===== src/rtl/cam_cfg_sequencer.sv =====
// cam_cfg_sequencer
// Walks the camera register-initialisation ROM and hands one write per entry
// to the SCCB master. Reserved words give an end-of-table marker and an inline
// delay. o_cfg_done stays high after the table finishes and gates the capture
// pipeline. A new start after completion replays the table from entry 0.

module cam_cfg_sequencer #(
   parameter int ADDR_W       = 8,
   parameter int ROM_DEPTH    = 256,
   parameter int DELAY_CYCLES = 2500000
) (
   input  logic              i_sysclk,
   input  logic              i_rst,
   input  logic              i_cfg_start,
   output logic [ADDR_W-1:0] o_rom_addr,
   input  logic [15:0]       i_rom_data,
   output logic              o_sccb_start,
   output logic [7:0]        o_sccb_reg,
   output logic [7:0]        o_sccb_data,
   input  logic              i_sccb_ready,
   output logic              o_busy,
   output logic              o_cfg_done
);

   // The delay counter only has to hold DELAY_CYCLES-1; keep at least one bit
   // so DELAY_CYCLES of 1 still elaborates.
   localparam int                CNT_W      = (DELAY_CYCLES > 1) ? $clog2(DELAY_CYCLES) : 1;
   localparam logic [CNT_W-1:0]  CNT_LOAD   = CNT_W'(DELAY_CYCLES - 1);
   localparam logic [ADDR_W-1:0] LAST_ADDR  = ADDR_W'(ROM_DEPTH - 1);
   localparam logic [15:0]       WORD_END   = 16'hFFFF;
   localparam logic [15:0]       WORD_DELAY = 16'hFFF0;

   typedef enum logic [3:0] {
      ST_IDLE,
      ST_READ,
      ST_DECODE,
      ST_WAIT_RDY,
      ST_WAIT_ACC,
      ST_WAIT_CMPL,
      ST_DELAY,
      ST_ADVANCE,
      ST_DONE
   } state_t;

   state_t           state;
   logic [CNT_W-1:0] delay_cnt;

   // Sequencer state machine; every output is registered here so the SCCB
   // start pulse is always exactly one cycle and reset clears everything at once.
   always_ff @(posedge i_sysclk) begin
      if (i_rst) begin
         state        <= ST_IDLE;
         delay_cnt    <= '0;
         o_rom_addr   <= '0;
         o_sccb_start <= 1'b0;
         o_sccb_reg   <= 8'h00;
         o_sccb_data  <= 8'h00;
         o_busy       <= 1'b0;
         o_cfg_done   <= 1'b0;
      end else begin
         o_sccb_start <= 1'b0;
         case (state)
            ST_IDLE, ST_DONE: begin
               o_rom_addr <= '0;
               if (i_cfg_start) begin
                  state      <= ST_READ;
                  o_cfg_done <= 1'b0;
                  o_busy     <= 1'b1;
               end
            end
            ST_READ: begin
               state <= ST_DECODE;
            end
            ST_DECODE: begin
               if (i_rom_data == WORD_END) begin
                  state      <= ST_DONE;
                  o_cfg_done <= 1'b1;
                  o_busy     <= 1'b0;
                  o_rom_addr <= '0;
               end else if (i_rom_data == WORD_DELAY) begin
                  state     <= ST_DELAY;
                  delay_cnt <= CNT_LOAD;
               end else begin
                  state       <= ST_WAIT_RDY;
                  o_sccb_reg  <= i_rom_data[15:8];
                  o_sccb_data <= i_rom_data[7:0];
               end
            end
            ST_WAIT_RDY: begin
               if (i_sccb_ready) begin
                  o_sccb_start <= 1'b1;
                  state        <= ST_WAIT_ACC;
               end
            end
            ST_WAIT_ACC: begin
               if (!i_sccb_ready) begin
                  state <= ST_WAIT_CMPL;
               end
            end
            ST_WAIT_CMPL: begin
               if (i_sccb_ready) begin
                  state <= ST_ADVANCE;
               end
            end
            ST_DELAY: begin
               if (delay_cnt == '0) begin
                  state <= ST_ADVANCE;
               end else begin
                  delay_cnt <= delay_cnt - 1'b1;
               end
            end
            ST_ADVANCE: begin
               if (o_rom_addr == LAST_ADDR) begin
                  state      <= ST_DONE;
                  o_cfg_done <= 1'b1;
                  o_busy     <= 1'b0;
                  o_rom_addr <= '0;
               end else begin
                  state      <= ST_READ;
                  o_rom_addr <= o_rom_addr + 1'b1;
               end
            end
            default: begin
               state <= ST_IDLE;
            end
         endcase
      end
   end

endmodule


===== config.mk =====
export PLATFORM = sky130hd
export DESIGN_NAME = cam_cfg_sequencer
export DESIGN_NICKNAME = d
export VERILOG_FILES = /design/src/rtl/cam_cfg_sequencer.sv
export SDC_FILE = /design/constraint.sdc
export NUM_CORES = 1
export LEC_CHECK = 0
export BUFFER_PORTS_ARGS = -buffer_cell sky130_fd_sc_hd__buf_4
export CAP_MARGIN = 15
export CORE_MARGIN = 3
export CORE_UTILIZATION = 40
export CTS_BUF_LIST = sky130_fd_sc_hd__clkbuf_4 sky130_fd_sc_hd__clkbuf_8
export CTS_CLUSTER_SIZE = 14
export DETAILED_ROUTE_END_ITERATION = 8
export PLACE_DENSITY_LB_ADDON = 0.25
export SYNTH_ARGS = -nofsm -noshare
export SYNTH_HDL_FRONTEND = slang
export SYNTH_SLANG_ARGS = --single-unit

===== constraint.sdc =====
create_clock -name i_sysclk -period 1.95 [get_ports i_sysclk]
set_input_delay 0.4875 -clock i_sysclk [delete_from_list [all_inputs] [get_ports i_sysclk]]
set_output_delay 0.4875 -clock i_sysclk [all_outputs]
set_load 0.05 [all_outputs]

* Word level (Yosys, flattened, before mapping) *
Index checks and enable logic that the tools add are counted.

cells by class
  $add $sub $neg = 2
  equal/unequal tests = 21
  multiplexer cells = 25
  bitwise logic cells = 3
  reduce and logical (&&, ||, !) cells = 11

operator list
  cell                                                                   count
  22-bit two-way mux                                                     3
  22-bit case mux with 2 select lines                                    1
  16-bit == test (second input constant)                                 2
  4-bit case mux with 8 select lines                                     1
  4-bit two-way mux                                                      7
  8-bit case mux with 3 select lines                                     1
  22-bit zero test                                                       1
  22-bit by 1-bit subtractor with 22-bit output (second input constant)  1
  2-bit != test (second input constant)                                  10
  4-bit by 3-bit == test with 1-bit output (second input constant)       4
  8-bit two-way mux                                                      2
  8-bit by 1-bit adder with 8-bit output (second input constant)         1
  4-bit by 2-bit == test with 1-bit output (second input constant)       2
  8-bit == test (second input constant)                                  1
  4-bit AND reduction                                                    2
  1-bit two-way mux                                                      7
  1-bit case mux with 3 select lines                                     2
  5-bit AND reduction                                                    1
  4-bit by 1-bit == test with 1-bit output (second input constant)       1
  4-bit == test (second input constant)                                  1
  4-bit zero test                                                        1
  2-bit OR reduction                                                     2
  3-bit two-way mux                                                      1
  1-bit NOT                                                              3
  other kinds (4)                                                        4

word-level totals
  flip-flop bits (word level) = 53
  bits of input ports = 20
  output and inout port bits = 27
  word-level logic and storage cells = 70

* Depth between registers and ports, before layout *
  word-level depth = 4
  depth in mapped cells = 7
  mapped depth without buffers = 7

* Worst setup path before layout *
Ideal clock, no wire load.

  path type = register to register
  start point = register delay_cnt[17]
  end point = register state[0]
  library setup time = 0.092 ns
  data arrival time = 2.019 ns
  data required time = 1.858 ns
  setup slack = -0.161 ns
  stages on the path, launching flop included = 6
  path buffers = 0
  period minus slack after synthesis = 2.111 ns
  cells stage by stage = dfxtp_1 > or4_4 > nor4b_4 > a21oi_2 > or4b_1 > o32ai_1

on the way
  word-level cells in the longest chain between the ends = 3

RTL lines
  what                           RTL line  RTL
  from (decl)                    46        logic [CNT_W-1:0] delay_cnt;
  from (signal assigned)         109       delay_cnt <= delay_cnt - 1'b1;
  22-bit zero test               106       if (delay_cnt == '0) begin
  2-bit != test (no line)        -
  5-bit AND reduction (no line)  -
  to (signal assigned)           102       state <= ST_ADVANCE;
  to (signal assigned)           107       state <= ST_ADVANCE;
  to (signal assigned)           114       state <= ST_DONE;
  to (decl)                      45        state_t state;

Every way passes these cells.
A chain may end at the register's enable or synchronous reset.

* Worst setup path after layout *
Ends and elaborated chain as after synthesis.

==> key figures <==
Place
  – Placed Area: about 0.0034 mm^2
  – Port Buffers: 46
  – GPL Wtd Cong: 0.823
  – HPWL after detailed placement: around 4800 um
  – DP Cell Count: about 460
  – Setup Slack @ Placement: -0.0884 ns

Setup path
  – CP arrival: 2.21 ns
  – Crit-path slowest cell: or4_4
  – CP top delay family: simple AND/OR/NAND/NOR gates
  – CP Capture Type: flip-flop
  – Worst setup SP type: flip-flop
  – Required time of the worst setup path: about 2.2 ns
  – Crit path buffers/inverters: 0
  – WS Path Type: flip-flop to flip-flop
  – Crit-path max FO: 2
  – Critical path cell sequence: or4_4 -> nor4b_4 -> a21oi_2 -> or4b_4 -> o32ai_2
  – Slowest cell delay on critical path: roughly 0.56 ns

Clocking
  – Reg clk slew, reported paths: 0.10 ns
  – Clock Tree Buf Depth: 2
  – Clock root cell: clkbuf_8
  – H-tree levels: 2
  – Clk sinks: 53
  – CTS tree: done
  – Clock Latency Late Sink: 0.32 ns
  – Num CTS Buffers: 5

Yosys
  – Sequential area share after synthesis: about two fifths
  – Most frequent cell after synthesis: dfxtp_1
  – Register bit total from synthesis: 53
  – Yosys top cell area share: just over 40%
  – Synth async-reset ratio: 0%
  – EDFF count, synth: 0
  – Dominant cells by area after synthesis: dfxtp_1 (41%), mux2i_1 (5.8%), nor2_1 (5.6%), a21oi_1 (4.7%), xnor2_1 (3.1%)
  – Synth warn: 0
  – Syn_nets: ~320
  – Gate count after technology mapping: between 200 and 300
  – Top cells by instance count after synthesis: dfxtp_1 (53), nor2_1 (38), a21oi_1 (24), mux2i_1 (15), nand2_1 (14)
  – Area leader, netlist: dfxtp_1
  – Synth Area per Inst: 8.71 um^2
  – Number of library cell types mapped by synthesis: between 50 and 60
  – Synth Cell Area: between 0.002 and 0.003 mm^2
  – Top FF cell, synth: dfxtp_1

Detailed routing
  – Post-DRT Antenna Nets: 0
  – First-pass DRT Iterations: 4
  – First-iteration detailed-routing DRC count: between 90 and 100
  – Post-Route WL: just under 7000 um
  – Routed vias/inst: between 5 and 6
  – DRC: 0
  – Wire length per cell: between 10 and 15 um
  – Via count: 2536

Power
  – VDD IR max: 567 uV
  – NetSw: 1.17 mW
  – Sequential share of power: 40.2%
  – PwrDens: roughly 850 mW/mm^2
  – Internal power: 1.97 mW
  – Leak pwr: between 1 and 1.5 nW
  – Sw Ratio: 37.1%
  – Clk network pwr share: a little over a fifth
  – Total power: 3.14 mW
  – Combinational Power Share: between 30% and 40%

STA
  – Least-Margin Pin Slew: between 0.3 and 0.4 ns
  – Fin Setup TNS: -0.0196 ns
  – Post-route minimum period: between 1.5 and 2 ns
  – Slew Limit Headroom: between 70% and 80%
  – RSZ-0062 raised after global routing: yes
  – Count of pins over their slew limit: 0
  – Final Setup Violations: 2
  – Min Hold Slack: about 0.4 ns
  – Clock Skew: approximately 0.0074 ns
  – Maximum clock rate: between 500 and 600 MHz
  – Tcrit/Tclk final: 101%
  – Final setup margin: -0.0180 ns
  – Final Hold Vio Count: 0

Global routing
  – First-pass GRT wire length: 11400 um
  – Grt total ovfl: 0
  – Pin count of the biggest net entering global routing: 27
  – Via count of the first global-routing pass: about 2500
  – GRT Util Overall: 18.9%
  – Initial antenna violation count: 0

Die
  – Die height: ~86 um
  – I/O pin total: 47
  – Rows: 28
  – Starting Density: about 42%
  – Core Area: between 0.006 and 0.007 mm^2
  – Die area: between 0.007 and 0.008 mm^2
  – Die W: approximately 86 um

Cells and area
  – Fin area: roughly 0.0037 mm^2
  – Post-route insts no fill: between 400 and 500
  – Max reg flops: 22
  – # fillers: 550
  – Layout cells sized above 1: about 38%
  – Syn-to-layout area delta: 44.2%
  – # diodes: 0
  – Largest register by flop count: delay_cnt
  – Final Util: approximately 60%
  – Final net count: 414

Job
  – Max-Cap Viols: 0

Min path
  – Hold Crit Class: input pin to flip-flop

Run status
  – Violated checks: negative setup slack
  – Outcome: finished with violations
==> worst register-to-register path, stage by stage (launching register included) <==
cell,delay (ns)
dfxtp_1,0.33
or4_4,0.56
nor4b_4,0.32
a21oi_2,0.11
or4b_4,0.49
o32ai_2,0.09
==> cells in the final DEF (no fill, tap or decap), drive strengths merged, types with 8 or more instances in the layout <==
cell	instances
buf	103
nand3	10
o21ai	14
mux2i	15
a21oi	26
or3	10
dfxtp	53
nor2	38
nor3	9
nand2	14
nor4	8
xnor2	9
==> path summary, 6_finish.rpt <==
path             startpoint       endpoint  slack [ns]  cells past startpoint
max           delay_cnt[17]       state[0]       -0.02                      5
min          i_rom_data[10]  o_sccb_reg[2]        0.41                      3
max reg2reg   delay_cnt[17]       state[0]       -0.02                      5
min reg2reg      o_cfg_done     o_cfg_done        0.47                      2
==> logic make-up after synthesis <==
logic type                 after synthesis  synth area share (%)
buffers and inverters                   16                  2.43
adders and majority gates                2                 0.974
muxes                                   15                  5.84
and+or+nand+nor                        128                  28.0
xor gates and xnor gates                15                  5.11
DFF                                     53                  41.3
AOI/OAI and AO/OA                       66                  16.3
==> final cells by class <==
type / instances / area [um^2] / area share (%)
clock inverter: 3 / 26.3 / 0.709
timing repair buffer: 103 / 806 / 21.7
inverter: 3 / 11.3 / 0.304
sequential: 53 / 1070 / 28.9
tap: 75 / 93.8 / 2.53
multi-input combinational: 226 / 1630 / 44.0
clock buffer: 5 / 68.8 / 1.86
==> layer usage <==
layer / track usage, % / routed length (um) / up-vias
met5: 0 / 0 / -
met4: 6.91 / 114 / 0
met3: 4.32 / 214 / 10
met2: 32.5 / 3500 / 30
met1: 22.8 / 2970 / 1203
li1: - / - / 1293
==> power by group through the flow <==
stage	Combinational, mW	Clock (mW)	Sequential, mW
after global placement	1.15	0	1.28
final	1.22	0.659	1.26
after CTS	1.16	0.690	1.26
after floorplan	0.470	0	1.54
after detailed placement	1.16	0	1.28
after global routing	1.31	0.734	1.28
==> repair_timing <==
item | CTS | global route
buffers inserted | 1 | 1
setup endpoints to repair | 12 | 31
pin swaps | 3 | 6
hold buffers | 0 | 0
endpoints found under the hold margin | 0 | 0
resized for setup | 6 | 29
(Power assumes the default switching activity.)
